[src/rtl/channel_dispatcher_if.sv]
// Upstream payload and per-channel downstream signals of the channel dispatcher.
// The slave modport is the dispatcher; the master modport is its environment.
interface channel_dispatcher_if #(
    parameter int WIDTH               = 10,
    parameter int LATENCY_COUNT_WIDTH = 10,
    parameter int N_OUT               = 4
);
    logic [WIDTH-1:0]                     in_data;
    logic                                 in_valid;
    logic                                 in_ready;
    logic [LATENCY_COUNT_WIDTH-1:0]       in_latency;
    logic [N_OUT*WIDTH-1:0]               out_data;
    logic [N_OUT-1:0]                     out_valid;
    logic [N_OUT-1:0]                     out_ready;
    logic [N_OUT*LATENCY_COUNT_WIDTH-1:0] out_latency;
    logic [31:0]                          dispatch_count;

    modport slave (
        input  in_data, in_valid, out_ready, out_latency,
        output in_ready, in_latency, out_data, out_valid, dispatch_count
    );

    modport master (
        output in_data, in_valid, out_ready, out_latency,
        input  in_ready, in_latency, out_data, out_valid, dispatch_count
    );
endinterface

[src/rtl/channel_dispatcher.sv]
// Single-entry dispatcher: routes each held payload to the ready channel with the
// lowest reported latency, breaking ties round-robin from rr_ptr.
module channel_dispatcher #(
    parameter int WIDTH               = 10,
    parameter int LATENCY_COUNT_WIDTH = 10,
    parameter int N_OUT               = 4,
    parameter int IDX_WIDTH           = $clog2(N_OUT)
) (
    input  logic                 clk,
    input  logic                 rst,
    channel_dispatcher_if.slave  bus
);
    localparam int LW = LATENCY_COUNT_WIDTH;

    logic                 hold_valid;
    logic [WIDTH-1:0]     hold_data;
    logic [IDX_WIDTH-1:0] rr_ptr;
    logic [IDX_WIDTH-1:0] sel;
    logic [IDX_WIDTH-1:0] rr_next;
    logic                 any_elig;
    logic                 fire;
    logic                 accept;
    logic [LW-1:0]        lat [N_OUT];
    logic [LW-1:0]        best_lat;
    logic [LW-1:0]        min_lat;
    logic [LW+1:0]        lat_sum;
    logic [LW-1:0]        lat_sat;
    logic [LW-1:0]        in_latency_q;
    logic [31:0]          count_q;

    always_comb begin
        for (int k = 0; k < N_OUT; k++) lat[k] = bus.out_latency[k*LW +: LW];
    end

    // Circular scan from rr_ptr; strict '<' keeps the first tied channel.
    // Latencies of non-ready channels are never compared, so X there cannot leak.
    always_comb begin
        logic [IDX_WIDTH:0]   sum;
        logic [IDX_WIDTH-1:0] idx;
        sel      = '0;
        best_lat = '1;
        any_elig = 1'b0;
        sum      = '0;
        idx      = '0;
        for (int i = 0; i < N_OUT; i++) begin
            sum = {1'b0, rr_ptr} + (IDX_WIDTH+1)'(i);
            if (sum >= (IDX_WIDTH+1)'(N_OUT)) sum = sum - (IDX_WIDTH+1)'(N_OUT);
            idx = sum[IDX_WIDTH-1:0];
            if (bus.out_ready[idx]) begin
                if (!any_elig || (lat[idx] < best_lat)) begin
                    any_elig = 1'b1;
                    best_lat = lat[idx];
                    sel      = idx;
                end
            end
        end
    end

    // Upstream estimate looks at every channel, ready or not.
    always_comb begin
        min_lat = lat[0];
        for (int k = 1; k < N_OUT; k++) begin
            if (lat[k] < min_lat) min_lat = lat[k];
        end
        lat_sum = {2'b00, min_lat} + (LW+2)'(1) + (LW+2)'(hold_valid);
        lat_sat = (lat_sum > {2'b00, {LW{1'b1}}}) ? {LW{1'b1}} : lat_sum[LW-1:0];
    end

    assign fire    = hold_valid & any_elig & ~rst;
    assign accept  = bus.in_valid & bus.in_ready;
    assign rr_next = (sel == IDX_WIDTH'(N_OUT-1)) ? '0 : sel + 1'b1;

    always_ff @(posedge clk) begin
        if (rst) begin
            hold_valid   <= 1'b0;
            hold_data    <= '0;
            rr_ptr       <= '0;
            count_q      <= '0;
            in_latency_q <= LW'(1);
        end else begin
            if (accept) begin
                hold_valid <= 1'b1;
                hold_data  <= bus.in_data;
            end else if (fire) begin
                hold_valid <= 1'b0;
            end
            if (fire) begin
                rr_ptr  <= rr_next;
                count_q <= count_q + 32'd1;
            end
            in_latency_q <= lat_sat;
        end
    end

    assign bus.in_ready       = ~hold_valid | fire;
    assign bus.out_valid      = fire ? (N_OUT'(1) << sel) : '0;
    assign bus.out_data       = {N_OUT{hold_data}};
    assign bus.in_latency     = in_latency_q;
    assign bus.dispatch_count = count_q;
endmodule

[src/flat_wrapper.sv]
// flat-port wrapper written by rule: the top's interface ports become plain ports
module channel_dispatcher_flat 
#(
    parameter int WIDTH               = 10,
    parameter int LATENCY_COUNT_WIDTH = 10,
    parameter int N_OUT               = 4,
    parameter int IDX_WIDTH           = $clog2(N_OUT)
)
  (clk, rst, bus_in_data, bus_in_valid, bus_out_ready, bus_out_latency, bus_in_ready, bus_in_latency, bus_out_data, bus_out_valid, bus_dispatch_count);
  channel_dispatcher_if #(.WIDTH(WIDTH), .LATENCY_COUNT_WIDTH(LATENCY_COUNT_WIDTH), .N_OUT(N_OUT)) bus_i ();
  input  logic clk;
  input  logic rst;
  input wire logic [$bits(bus_i.in_data)-1:0] bus_in_data;
  input wire logic [$bits(bus_i.in_valid)-1:0] bus_in_valid;
  input wire logic [$bits(bus_i.out_ready)-1:0] bus_out_ready;
  input wire logic [$bits(bus_i.out_latency)-1:0] bus_out_latency;
  output wire logic [$bits(bus_i.in_ready)-1:0] bus_in_ready;
  output wire logic [$bits(bus_i.in_latency)-1:0] bus_in_latency;
  output wire logic [$bits(bus_i.out_data)-1:0] bus_out_data;
  output wire logic [$bits(bus_i.out_valid)-1:0] bus_out_valid;
  output wire logic [$bits(bus_i.dispatch_count)-1:0] bus_dispatch_count;
  assign bus_i.in_data = bus_in_data;
  assign bus_i.in_valid = bus_in_valid;
  assign bus_i.out_ready = bus_out_ready;
  assign bus_i.out_latency = bus_out_latency;
  assign bus_in_ready = bus_i.in_ready;
  assign bus_in_latency = bus_i.in_latency;
  assign bus_out_data = bus_i.out_data;
  assign bus_out_valid = bus_i.out_valid;
  assign bus_dispatch_count = bus_i.dispatch_count;
  channel_dispatcher #(.WIDTH(WIDTH), .LATENCY_COUNT_WIDTH(LATENCY_COUNT_WIDTH), .N_OUT(N_OUT), .IDX_WIDTH(IDX_WIDTH)) u_core (.clk(clk), .rst(rst), .bus(bus_i));
endmodule
[config.mk]
export PLATFORM = sky130hd
export DESIGN_NAME = channel_dispatcher_flat
export DESIGN_NICKNAME = d
export VERILOG_FILES = /design/src/rtl/channel_dispatcher_if.sv /design/src/rtl/channel_dispatcher.sv /design/src/flat_wrapper.sv
export SDC_FILE = /design/constraint.sdc
export NUM_CORES = 1
export LEC_CHECK = 0
export CAP_MARGIN = 0
export CORE_ASPECT_RATIO = 0.9
export CORE_UTILIZATION = 35
export CTS_BUF_LIST = sky130_fd_sc_hd__clkbuf_2 sky130_fd_sc_hd__clkbuf_4 sky130_fd_sc_hd__clkbuf_8
export DETAILED_ROUTE_END_ITERATION = 7
export DONT_BUFFER_PORTS = 1
export GPL_TIMING_DRIVEN = 0
export SYNTH_ARGS = -nofsm -noshare
export SYNTH_HDL_FRONTEND = slang
export SYNTH_SLANG_ARGS = --single-unit
[constraint.sdc]
create_clock -name clk -period 11.6 [get_ports clk]
set_clock_uncertainty 0.1 [all_clocks]
set_input_delay 0.58 -clock clk [delete_from_list [all_inputs] [get_ports clk]]
set_output_delay 0.58 -clock clk [all_outputs]
set_load 0.005 [all_outputs]
After elaboration in Yosys (flattened, before gate mapping)
Index checks and enable logic that the tools add are counted.
W data, S select, Z words.
- register bits: 55
- bits of input ports: 57
- output and inout port bits: 87
- word-level logic and storage cells: 107
- add/subtract/negate cells: 11
- order comparisons: 19
- eq/ne operators: 1
- shift operators: 1
- multiplexer cells: 51
- bitwise logic cells: 10
- reduce and logical (&&, ||, !) cells: 8
- operators with widths (kind ; count):
    $mux W10 ; 17
    $bmux W10 S2 ; 4
    $lt A10 B10 Y1 ; 6
    $add A32 B1 Y32 const B ; 1
    $mux W2 ; 12
    $ge A3 B3 Y1 const B ; 7
    $mux W1 ; 13
    $add A12 B1 Y12 ; 1
    $gt A12 B10 Y1 const B ; 1
    $lt A2 B3 Y1 const B ; 4
    $not A2 Y3 ; 4
    $add A10 B1 Y11 const B ; 1
    $bmux W1 S2 ; 4
    $sub A2 B1 Y2 const B ; 4
    $add A2 B2 Y3 const B ; 2
    $mux W4 ; 1
    $shl A1 B2 Y4 const A ; 1
    $add A2 B1 Y3 const B ; 1
    $and A1 B1 Y1 ; 3
    $ge A2 B3 Y1 const B ; 1
    $logic_not A1 Y1 ; 3
    $logic_or A1 B1 Y1 ; 3
    $add A2 B1 Y2 const B ; 1
    $eq A2 B2 Y1 const B ; 1
    4 further kinds ; 5

Logic depth before layout (Yosys ltp)
- depth after elaboration: 24
- depth in mapped cells: 44
- gate-level depth less buffers: 38

Least setup slack after synthesis
Ideal clock, no wire load.
- path type: input-to-reg
- start: input port bus_out_latency[4]
- end: register u_core.in_latency_q[7] (netlist: u_core.bus.in_latency[7])
- library setup time: 0.082 ns
- arrival time: 8.795 ns
- data required time: 11.418 ns
- path slack: 2.622 ns
- stages: 42
- buffers on the path: 8
- cells stage by stage: clkbuf_1 inv_1 ha_1 a21oi_1 a211oi_1 or3_1 buf_2 nor2_1 buf_2 buf_2 a21oi_1 ha_1 and4_1 o211ai_1 o32ai_1 nor4_4 o211ai_4 buf_2 [... 6 more ...] a221oi_1 a21boi_1 mux2i_4 buf_4 nand2_1 o21ai_0 inv_1 ha_1 buf_1 nand3_1 xor2_1 nand2_1 o211ai_1 a21oi_1 nand3_1 a2111oi_2 a31oi_4 o221ai_1
- longest elaborated chain between the ends: 10
- RTL lines (what ; line ; source):
    from (decl) ; flat_wrapper.sv:16 ; input wire logic [$bits(bus_i.out_latency)-1:0] bus_out_latency;
    $lt A10 B10 Y1 ; channel_dispatcher.sv:63 ; if (lat[k] < min_lat) min_lat = lat[k];
    $mux W10 (*) ; channel_dispatcher.sv:63 ;
    $lt A10 B10 Y1 ; channel_dispatcher.sv:63 ;
    $mux W10 (*) ; channel_dispatcher.sv:63 ;
    $lt A10 B10 Y1 ; channel_dispatcher.sv:63 ;
    $mux W10 (*) ; channel_dispatcher.sv:63 ;
    $add A10 B1 Y11 (*) ; channel_dispatcher.sv:65 ; lat_sum = {2'b00, min_lat} + (LW+2)'(1) + (LW+2)'(hold_valid);
    $add A12 B1 Y12 (*) ; channel_dispatcher.sv:65 ;
    $gt A12 B10 Y1 ; channel_dispatcher.sv:66 ; lat_sat = (lat_sum > {2'b00, {LW{1'b1}}}) ? {LW{1'b1}} : lat_sum[LW-1:0];
    $mux W10 (*) ; channel_dispatcher.sv:66 ;
    to (signal assigned) ; channel_dispatcher.sv:91 ; in_latency_q <= lat_sat;
    to (decl) ; channel_dispatcher.sv:28 ; logic [LW-1:0] in_latency_q;
Mark *: on every way between the ends. The rest lies on a longest branch, timed or not.
A chain may end at the register's enable or synchronous reset.

Final worst setup path
- start: input port bus_out_latency[4]
- end: register u_core.in_latency_q[6] (netlist: u_core.bus.in_latency[6])
Same word-level chain as after synthesis.

==> run summary <==
Initial Utilization - 0.359
fin util - 0.382
drt wl/cell - 19.1 um
area growth from synthesis to layout - 6.47%
adder-cell share of the synthesized area - 0.113
slowest CP cell - a221oi_1
GRT Util Overall - 0.209
crit-path leading delay family - compound AO/OA/AOI/OAI gates
Detail Route Antenna Nets - 0
filler instances - 1960
start point of the critical path - bus_out_latency[4]
n_diodes - 0
Post-Syn Instances - 831
Worst Path Required - 11.73 ns
Post-synth top flop - dfxtp_1
largest net degree at the start of global routing - 17
first-pass GRT wire length - 32.5 mm
layout cells sized above 1 - 0.137
synthesized area per cell - 8.00 sq um
initial antenna violation count - 0
R2R cell count - 40
RSZ-0062 raised after global routing - no
Slew HR - 0.351
clk root buf - clkbuf_8
actual slew at the worst max-slew pin - 0.964 ns
mux cell area share after synthesis - 0.161
Placer Congestion - 0.907
CTS tree - built
drt total wl - 20.7 mm
CTS Hold Bufs - 0
Die Area - 19600 sq um
Clk Latency, worst-skew pair - 0.32 ns
Worst VDD drop - 90.1 uV
area share of the largest cell type after synthesis - 0.166
Critical R2R Capture - u_core.rr_ptr[1]
Crit. End Element - register
cts bufs inserted - 5
worst path bufs/invs - 10
Max Cap Viol - 0
Slew Viols, Final - 0
Die X - 147 um
fin crit period - 10.71 ns
Post-Synth Simple-Gate Area - 0.217
Worst Path Arrival - 10.85 ns
fmax - 93.3 MHz
Startpoint Class - input port
CTS sink count - 55
Post-Synth XOR/XNOR Area - 0.0670
Post-Synthesis Net Count - 948
router iterations before antenna repair - 5
Final HPWL DP - 16.4 mm
1st-iter DRT viols - 500
largest family of logic cells by synthesized area - simple AND/OR/NAND/NOR gates
Final Net Count - 955
cell taking the most area after synthesis - dfxtp_1
endpoints failing setup - 0
Final Hold Fails - 0
most instantiated library cell after synthesis - nor2_1
GRT Residual Overflow - 0
via count - 6243
core box area - 18500 sq um
critical path class - in2reg
setup_tns - 0 ns
top cells by area, synth - dfxtp_1 17%, ha_1 11%, mux4_2 8.8%, a21oi_1 5.1%, mux2i_1 5.0%
# IOs - 144
most common library cells after synthesis - 85 x nor2_1, 68 x a21oi_1, 60 x ha_1, 60 x nand3_1, 58 x nand2_1
PortBufs - 0
register area share after synthesis - 0.166
Setup crit end - u_core.bus.in_latency[6]
async set-reset flop share out of synthesis - 0
Post-synth EDFFs - 0
Static Leak - 0.00290 uW
Syn. warnings - 0
largest stage delay on the critical path - 0.58 ns
vias in the first global route - 5712
Hold WS - 0.297 ns
reg2reg start - u_core.rr_ptr[1]
FP Rows - 47
Hold Crit Class - in2reg
library cells used by synthesis - 76
Residual DRC - 0
Max FO, Critical Path - 10
Synth Register Bits - 55
Longest Clk Path Bufs - 2
Compound-Gate Fraction of Synth Area - 0.193
cell area after synthesis - 6650 sq um
worst reg2reg setup slack - 1.65 ns
clock slew at reported path FFs - 0.10 ns
status - completed
H-tree levels - 2
DR vias/cell - 5.76
final period utilization - 0.924
Chip Height - 133 um
Pwr Density - 188 nW/um^2
Critical Path Stages - 42
[worst min path at each step]
stage | endpoint | cells past startpoint | slack [ns] | startpoint
finish | u_core.hold_data[6] | 2 | 0.30 | bus_in_data[6]
global route | u_core.hold_data[9] | 2 | 0.28 | bus_in_data[9]
CTS | u_core.hold_data[9] | 2 | 0.28 | bus_in_data[9]
detailed placement | u_core.hold_data[6] | 2 | 0.41 | u_core.hold_data[6]
global placement | u_core.hold_data[6] | 2 | 0.41 | u_core.hold_data[6]
floorplan | u_core.bus.dispatch_count[1] | 2 | 0.38 | u_core.bus.dispatch_count[1]
[power by group]
group          switching, uW  internal [uW]  leakage, uW  total (uW)
Combinational            560            420      0.00239         980
Sequential              13.0            206     0.000448         219
Clock                   64.1           70.0    0.0000612         134
[layout make-up]
type / count / area (sq um) / area share
Buffer: 73 / 410 / 0.0580
Clock buffer: 6 / 82.6 / 0.0117
Clock inverter: 2 / 35.0 / 0.00495
Multi-Input combinational cell: 665 / 5000 / 0.707
Sequential cell: 55 / 1100 / 0.155
Inverter: 38 / 143 / 0.0201
Tap cell: 245 / 307 / 0.0433
[sequential cells by signal, indices dropped and copies added, names as in the netlist]
register                   flops
u_core.rr_ptr                  2
u_core.bus.in_latency         10
u_core.bus.dispatch_count     32
u_core.hold_valid              1
u_core.hold_data              10
[logic make-up (layout without fill, tap and decap cells)]
group / Yosys count / after routing
buffers and inverters: 111 / 119
xor gates and xnor gates: 50 / 50
DFF: 55 / 55
AOI/OAI and AO/OA: 189 / 189
muxes: 72 / 72
and+or+nand+nor: 294 / 294
adders and majority gates: 60 / 60
[routing by layer]
metal	vias up	global-route usage	share of wire
met5	-	0	0
met4	0	0.0452	0.019
met3	35	0.0245	0.055
met2	211	0.327	0.45
met1	2979	0.306	0.48
li1	3018	-	-
[layout by cell type (no fill, tap or decap), types with 9 or more instances in the layout]
cell / instances
xor2_1: 31
nand3_1: 60
nor2b_1: 12
clkbuf_1: 20
dfxtp_1: 55
and3_1: 10
nand2_1: 58
mux2i_1: 33
a21oi_1: 68
xnor2_1: 18
o21ai_0: 30
nand2b_1: 9
inv_1: 36
a21o_1: 21
mux4_2: 26
nand4_1: 18
buf_2: 14
nor2_1: 85
buf_4: 31
ha_1: 60
mux2_2: 11
[per-stage QoR]
step / power, uW / worst slack, ns / instances / cell area (sq um)
finish: 1330 / 0.885 / 1084 / 7080
floorplan: 982 / 2.62 / 831 / 6650
global placement: 1180 / 0.530 / 1076 / 6960
global route: 1470 / 0.0215 / 1084 / 7080
CTS: 1330 / 0.682 / 1084 / 7080
detailed placement: 1190 / 0.615 / 1076 / 6960
[repair_timing]
action	in CTS	in global routing
resized for setup	0	4
setup endpoints to repair	0	12
setup buffers	0	0
Note: power is estimated with default switching activity, not from simulation.
